File: src/rtl/fetch_pipe_if.sv
// fetch_pipe_if -- handshake/bus bundle between the fetch stage and its
// neighbours (control, instruction memory, decode).
//
// Signals:
//   stall_i, flush_i, redirect_i, redirect_target_i : pipeline control into fetch
//   imem_addr_o / imem_instr_i                      : instruction memory port
//   instr_d_o, pc_d_o, pc_plus4_d_o, valid_d_o      : IF/ID register to decode
//
// Modports:
//   slave  : the fetch stage (consumes control and memory data, drives address and IF/ID)
//   master : the surrounding pipeline / memory model
interface fetch_pipe_if #(
  parameter int unsigned ADDRESS_WIDTH = 32
);
  logic                     stall_i;
  logic                     flush_i;
  logic                     redirect_i;
  logic [ADDRESS_WIDTH-1:0] redirect_target_i;
  logic [ADDRESS_WIDTH-1:0] imem_addr_o;
  logic [31:0]              imem_instr_i;
  logic [31:0]              instr_d_o;
  logic [ADDRESS_WIDTH-1:0] pc_d_o;
  logic [ADDRESS_WIDTH-1:0] pc_plus4_d_o;
  logic                     valid_d_o;

  modport slave (
    input  stall_i, flush_i, redirect_i, redirect_target_i, imem_instr_i,
    output imem_addr_o, instr_d_o, pc_d_o, pc_plus4_d_o, valid_d_o
  );

  modport master (
    output stall_i, flush_i, redirect_i, redirect_target_i, imem_instr_i,
    input  imem_addr_o, instr_d_o, pc_d_o, pc_plus4_d_o, valid_d_o
  );
endinterface

File: src/rtl/fetch_pipe.sv
// fetch_pipe -- instruction fetch stage: PC register plus IF/ID pipeline
// register with stall, flush and redirect control.
//
// Ports:
//   clk         : clock, all state updates on rising edge
//   rst         : synchronous active-high reset (PC <= RESET_PC, IF/ID <= bubble)
//   bus         : fetch_pipe_if.slave (control in, imem port, IF/ID outputs)
//   misalign_o  : sticky misaligned-redirect flag (only with FETCH_MISALIGN_CHECK_EN)
//
// Configuration macro: FETCH_MISALIGN_CHECK_EN
//   When defined, a redirect whose target has nonzero low two bits sets the
//   sticky misalign_o flag; the stage then freezes the PC and issues bubbles
//   until reset. When undefined, redirect targets are loaded unmodified.
//
// Update priority on each edge: rst > redirect > stall > normal advance.
// The bubble is addi x0,x0,0 with zero PC fields and valid low.
module fetch_pipe #(
  parameter int unsigned             ADDRESS_WIDTH = 32,
  parameter logic [ADDRESS_WIDTH-1:0] RESET_PC     = '0
) (
  input  logic          clk,
  input  logic          rst,
  fetch_pipe_if.slave   bus
`ifdef FETCH_MISALIGN_CHECK_EN
  ,
  output logic          misalign_o
`endif
);

  localparam logic [31:0] NOP_INSTR = 32'h0000_0013;

  logic [ADDRESS_WIDTH-1:0] pc_q;
  logic [31:0]              instr_q;
  logic [ADDRESS_WIDTH-1:0] pc_d_q;
  logic [ADDRESS_WIDTH-1:0] pc_plus4_d_q;
  logic                     valid_q;
  logic [ADDRESS_WIDTH-1:0] pc_next_seq;

  // Modulo-2^ADDRESS_WIDTH increment; wraps silently at the top of memory.
  assign pc_next_seq = pc_q + ADDRESS_WIDTH'(4);

`ifdef FETCH_MISALIGN_CHECK_EN
  logic misalign_q;
  assign misalign_o = misalign_q;
`endif

  always_ff @(posedge clk) begin
    if (rst) begin
      pc_q         <= RESET_PC;
      instr_q      <= NOP_INSTR;
      pc_d_q       <= '0;
      pc_plus4_d_q <= '0;
      valid_q      <= 1'b0;
`ifdef FETCH_MISALIGN_CHECK_EN
      misalign_q   <= 1'b0;
`endif
    end
`ifdef FETCH_MISALIGN_CHECK_EN
    else if (misalign_q) begin
      // Frozen after a misaligned redirect: PC holds, decode sees only bubbles.
      instr_q      <= NOP_INSTR;
      pc_d_q       <= '0;
      pc_plus4_d_q <= '0;
      valid_q      <= 1'b0;
    end
`endif
    else if (bus.redirect_i) begin
      // Redirect wins over stall; the word fetched this cycle is wrong-path.
      pc_q         <= bus.redirect_target_i;
      instr_q      <= NOP_INSTR;
      pc_d_q       <= '0;
      pc_plus4_d_q <= '0;
      valid_q      <= 1'b0;
`ifdef FETCH_MISALIGN_CHECK_EN
      if (bus.redirect_target_i[1:0] != 2'b00) begin
        misalign_q <= 1'b1;
      end
`endif
    end
    else if (bus.stall_i) begin
      // PC always holds under stall; IF/ID holds unless flushed.
      if (bus.flush_i) begin
        instr_q      <= NOP_INSTR;
        pc_d_q       <= '0;
        pc_plus4_d_q <= '0;
        valid_q      <= 1'b0;
      end
    end
    else begin
      pc_q <= pc_next_seq;
      if (bus.flush_i) begin
        instr_q      <= NOP_INSTR;
        pc_d_q       <= '0;
        pc_plus4_d_q <= '0;
        valid_q      <= 1'b0;
      end else begin
        instr_q      <= bus.imem_instr_i;
        pc_d_q       <= pc_q;
        pc_plus4_d_q <= pc_next_seq;
        valid_q      <= 1'b1;
      end
    end
  end

  assign bus.imem_addr_o  = pc_q;
  assign bus.instr_d_o    = instr_q;
  assign bus.pc_d_o       = pc_d_q;
  assign bus.pc_plus4_d_o = pc_plus4_d_q;
  assign bus.valid_d_o    = valid_q;

endmodule

File: src/flat_wrapper.sv
// flat-port wrapper written by rule: the top's interface ports become plain ports
module fetch_pipe_flat 
#(
  parameter int unsigned             ADDRESS_WIDTH = 32,
  parameter logic [ADDRESS_WIDTH-1:0] RESET_PC     = '0
)
  (clk, rst, bus_stall_i, bus_flush_i, bus_redirect_i, bus_redirect_target_i, bus_imem_instr_i, bus_imem_addr_o, bus_instr_d_o, bus_pc_d_o, bus_pc_plus4_d_o, bus_valid_d_o);
  fetch_pipe_if #(.ADDRESS_WIDTH(ADDRESS_WIDTH)) bus_i ();
  input  logic clk;
  input  logic rst;
  input wire logic [$bits(bus_i.stall_i)-1:0] bus_stall_i;
  input wire logic [$bits(bus_i.flush_i)-1:0] bus_flush_i;
  input wire logic [$bits(bus_i.redirect_i)-1:0] bus_redirect_i;
  input wire logic [$bits(bus_i.redirect_target_i)-1:0] bus_redirect_target_i;
  input wire logic [$bits(bus_i.imem_instr_i)-1:0] bus_imem_instr_i;
  output wire logic [$bits(bus_i.imem_addr_o)-1:0] bus_imem_addr_o;
  output wire logic [$bits(bus_i.instr_d_o)-1:0] bus_instr_d_o;
  output wire logic [$bits(bus_i.pc_d_o)-1:0] bus_pc_d_o;
  output wire logic [$bits(bus_i.pc_plus4_d_o)-1:0] bus_pc_plus4_d_o;
  output wire logic [$bits(bus_i.valid_d_o)-1:0] bus_valid_d_o;
  assign bus_i.stall_i = bus_stall_i;
  assign bus_i.flush_i = bus_flush_i;
  assign bus_i.redirect_i = bus_redirect_i;
  assign bus_i.redirect_target_i = bus_redirect_target_i;
  assign bus_i.imem_instr_i = bus_imem_instr_i;
  assign bus_imem_addr_o = bus_i.imem_addr_o;
  assign bus_instr_d_o = bus_i.instr_d_o;
  assign bus_pc_d_o = bus_i.pc_d_o;
  assign bus_pc_plus4_d_o = bus_i.pc_plus4_d_o;
  assign bus_valid_d_o = bus_i.valid_d_o;
  fetch_pipe #(.ADDRESS_WIDTH(ADDRESS_WIDTH), .RESET_PC(RESET_PC)) u_core (.clk(clk), .rst(rst), .bus(bus_i));
endmodule
File: config.mk
export PLATFORM = sky130hd
export DESIGN_NAME = fetch_pipe_flat
export DESIGN_NICKNAME = d
export VERILOG_FILES = /design/src/rtl/fetch_pipe_if.sv /design/src/rtl/fetch_pipe.sv /design/src/flat_wrapper.sv
export SDC_FILE = /design/constraint.sdc
export NUM_CORES = 1
export LEC_CHECK = 0
export CAP_MARGIN = 0
export CORE_MARGIN = 5
export CORE_UTILIZATION = 30
export CTS_BUF_LIST = sky130_fd_sc_hd__clkbuf_4 sky130_fd_sc_hd__clkbuf_8
export DETAILED_ROUTE_END_ITERATION = 10
export PLACE_DENSITY = 0.64
export SKIP_CTS_REPAIR_TIMING = 1
export SLEW_MARGIN = 0
export SYNTH_ARGS = -nofsm -noshare
export SYNTH_HDL_FRONTEND = slang
export SYNTH_SLANG_ARGS = --single-unit
File: constraint.sdc
create_clock -name clk -period 3.05 [get_ports clk]
set_input_delay 0.61 -clock clk [delete_from_list [all_inputs] [get_ports clk]]
set_output_delay 0.61 -clock clk [all_outputs]
set_load 0.01 [all_outputs]
* Word-level counts from Yosys, hierarchy flattened
Cells that the tools add are included.
** Operators by class
- Mux-type cells :: 13
- Add/sub/neg operators :: 1
- Equal/unequal tests :: 2
- Reductions and logical operators :: 1
** Operators with widths (count)
- $mux W32 :: 10
- $add A32 B3 Y32 const B :: 1
- $ne A2 B1 Y1 const B :: 2
- $mux W1 :: 3
- $reduce_or A2 Y1 :: 1
** Word-level totals
- Bits of input ports :: 69
- Bits in registers :: 129
- Logic and storage cells :: 22
- Output and inout port bits :: 129

* Depth between registers and ports, before layout
- Depth after elaboration :: 3
- Depth in mapped cells :: 8
- Gate-level depth less buffers :: 6

* Worst setup path after synthesis
Ideal clock, no wire load.
- Kind :: reg-to-reg
- Start :: reg u_core.pc_q[2] (netlist: u_core.bus.imem_addr_o[2])
- End :: reg u_core.pc_q[14] (netlist: u_core.bus.imem_addr_o[14])
- Library setup time :: 0.091 ns
- Slack :: 0.795 ns
- Buffers on the path :: 1
- Cell stages (with the launch flop) :: 8
- Arrival :: 2.164 ns
- Data required time :: 2.959 ns
- Clock period less this slack :: 2.255 ns
- Path through :: dfxtp_1 > ha_1 > nand4_2 > or2_1 > buf_2 > or3_4 > or3_1 > a311oi_1
** On the way
- Cells in the longest elaborated chain, start to end :: 3
** RTL lines
- start: declaration :: RTL line fetch_pipe.sv:32 : logic [ADDRESS_WIDTH-1:0] pc_q;
- start signal: assignment :: RTL line fetch_pipe.sv:69 : pc_q <= bus.redirect_target_i;
- start signal: assignment :: RTL line fetch_pipe.sv:90 : pc_q <= pc_next_seq;
- $add A32 B3 Y32 :: RTL line fetch_pipe.sv:40 : assign pc_next_seq = pc_q + ADDRESS_WIDTH'(4);
- $mux W32 :: RTL line fetch_pipe.sv:80 : else if (bus.stall_i) begin
- $mux W32 :: RTL line fetch_pipe.sv:67 : else if (bus.redirect_i) begin
No other way between the ends. The select of a mux whose other input is x is not followed.
A chain may end at the register's enable or synchronous reset.

* Worst setup path after layout
Same ends and word-level chain as after synthesis.

==> results.json <==
{
  "status": "completed",
  "worst_hold_path_type": "reg -> reg",
  "cp.required_ps": 3410,
  "fp.coreArea_mm2": 0.01815,
  "insertion_delay_ps": 450,
  "cp.arrival_ps": 2730,
  "ff_latch_area_mm2": 0.002542,
  "synth_top_family_by_area": "simple AND/OR/NAND/NOR gates",
  "dieArea_mm2": 0.02139,
  "drc": 0,
  "max_freq_mhz": 421.9,
  "grt_usage_pct": 16.20,
  "die_w_um": 146.3,
  "first_pass_iters": 4,
  "vdd_drop_max_v": 0.0003846,
  "worst_slew_pin_slew_ps": 896.3,
  "dp.cells": 996,
  "rsz0062_at_grt": "no",
  "final_cell_area_mm2": 0.008094,
  "fillers": 1787,
  "seq_area_frac_synth_pct": 45.64,
  "antenna_found_initial": 2,
  "synth_common_cells": "dfxtp_1, nor2_1, mux2i_1",
  "start_kind": "flip-flop",
  "syn2layout_area_growth_pct": 45.31,
  "grt_overflow": 0,
  "yosys.area.top_type": "dfxtp_1",
  "slew_viol_final": 0,
  "grt_pass1_vias": 4844,
  "dpl-instance-area_mm2": 0.007690,
  "relSlewSlack_pct": 40.18,
  "drive_gt1_share_pct": 8.396,
  "io_pins": 198,
  "crit_family": "simple AND/OR/NAND/NOR gates",
  "die_h_um": 146.3,
  "cp_slowest_cell": "dfxtp_1",
  "routed_wl_mm": 17.11,
  "multi_input_area_mm2": 0.002736,
  "cts_buffer_depth": 2,
  "syn_area_mm2": 0.005570,
  "synthArstFlopShare_pct": 0,
  "drt_iter0_drc": 243,
  "max_cap_viol_count": 0,
  "cts_tree": "done",
  "setup_tns_ps": 0,
  "final_util_pct": 44.60,
  "synth_mux_area_share_pct": 12.94,
  "grt_pass1_wl_mm": 27.37,
  "finClkSkew_ps": 16.45,
  "synthCells": 613,
  "fin_crit_ps": 2370,
  "num_vias": 4796,
  "worst-setup-path-type": "reg -> reg",
  "cts.sink_count": 127,
  "syn_avg_cell_area_um2": 9.087,
  "cp-end-kind": "flip-flop",
  "place_congestion": 0.7790,
  "synthXorXnorAreaFrac_pct": 8.019,
  "hold-worst-slack_ps": 462.6,
  "grt_start_max_net_pins": 39,
  "hpwlAfterDp_mm": 12.50,
  "cp_slowest_stage_delay_ps": 480,
  "initial_core_util_pct": 30.69,
  "synth_top_area_share_pct": 45.64,
  "synth_area_leaders": "dfxtp_1, mux2i_1, nor2_1",
  "path_cells": "ha_1, nand4_2, or2_1, or3_4, or3_1, a311oi_1",
  "synth-simple-area-share_pct": 19.27,
  "hold_viol": 0,
  "avgViaCountPerCell": 4.670,
  "power_density_mw_per_mm2": 464.9,
  "power_mw": 3.763,
  "synth_compound_area_share_pct": 8.648,
  "pre_cts_slack_ps": 546.7,
  "ys_ff_latch": 127,
  "synthDistinctLibCells": 44,
  "cp_max_fo": 7,
  "clockRootBuffer": "clkbuf_8",
  "avgRoutedWirePerCell_um": 16.66,
  "ant_nets": 0,
  "fin_crit_sh_pct": 77.72,
  "synth_nets": 683,
  "synth_fa_ha_area_share_pct": 0.2246,
  "synth_flop_cell": "dfxtp_1",
  "worst-path-buf-inv": 0,
  "setup_viol": 0,
  "fp-row-count": 49,
  "synth_warnings": 0,
  "synth_edf_count": 0,
  "diodes": 0,
  "io_buffer_count": 197,
  "p_leak_nw": 2.955,
  "layout.cells.non_filler": 1027,
  "synth_most_common_cell": "dfxtp_1",
  "clk_pin_slew_worst_paths_ps": 80,
  "layout.nets": 856,
  "worst_slack_ps": 679.7,
  "cts-buffers-inserted": 17,
  "htree_levels": 4
}
state kept, by name, summed over array words and instances (netlist names):
| register | cells |
|---|---|
| u_core.bus.imem_addr_o | 32 |
| u_core.bus.instr_d_o | 32 |
| u_core.bus.pc_d_o | 32 |
| u_core.bus.pc_plus4_d_o | 30 |
| u_core.bus.valid_d_o | 1 |
power by group:
group / internal (mW) / switching (mW)
Clock: 0.838 / 0.689
Sequential: 1.71 / 0.0761
Combinational: 0.257 / 0.197
placed cells by master, fill, tap and decap left out, types with 11 or more instances in the layout:
cell,instances
clkdlybuf4s50_1,196
dfxtp_1,127
nor2_1,120
mux2i_1,72
xnor2_1,39
a21oi_1,32
nand2_1,28
o21ai_0,23
clkbuf_8,18
buf_4,16
a211oi_1,15
xor2_1,12
nor3_1,11
metal layers:
metal,vias to the layer above,track usage [%],part of all wire (%)
met5,-,0,0.15
met3,23,5.981,7.4
li1,2416,-,-
met1,2209,20.54,46
met2,144,25.45,45
met4,4,5.644,1.6
final timing paths:
path | startpoint | endpoint | slack [ps] | depth (start not counted)
hold reg to reg | u_core.bus.pc_d_o[7] | u_core.bus.pc_d_o[7] | 460 | 2
setup / recovery | u_core.bus.imem_addr_o[2] | u_core.bus.imem_addr_o[14] | 680 | 6
setup reg to reg | u_core.bus.imem_addr_o[2] | u_core.bus.imem_addr_o[14] | 680 | 6
hold / removal | u_core.bus.pc_d_o[7] | u_core.bus.pc_d_o[7] | 460 | 2
worst register-to-register path: cells and delay by family, from the launching register on:
kind            cells  cell delay (ps)
flops               1              480
compound gates      1              240
simple gates        4             1270
fa+ha+maj           1              290
layout make-up:
cell class	instances	area share [%]
Sequential cell	127	31.41
Tap cell	229	3.540
Inverter	6	0.2783
Timing Repair Buffer	213	25.97
Multi-Input combinational cell	421	33.81
Clock inverter	11	1.747
Clock buffer	20	3.246
kinds of logic (layout without fill, tap and decap cells):
logic type / count (synthesis) / count (layout)
simple gates: 216 / 216
flops: 127 / 127
compound gates: 81 / 81
fa+ha+maj: 1 / 1
mux: 72 / 72
buf+inv: 65 / 250
xor+xnor: 51 / 51
No activity file was read; power rests on OpenSTA's default activity.
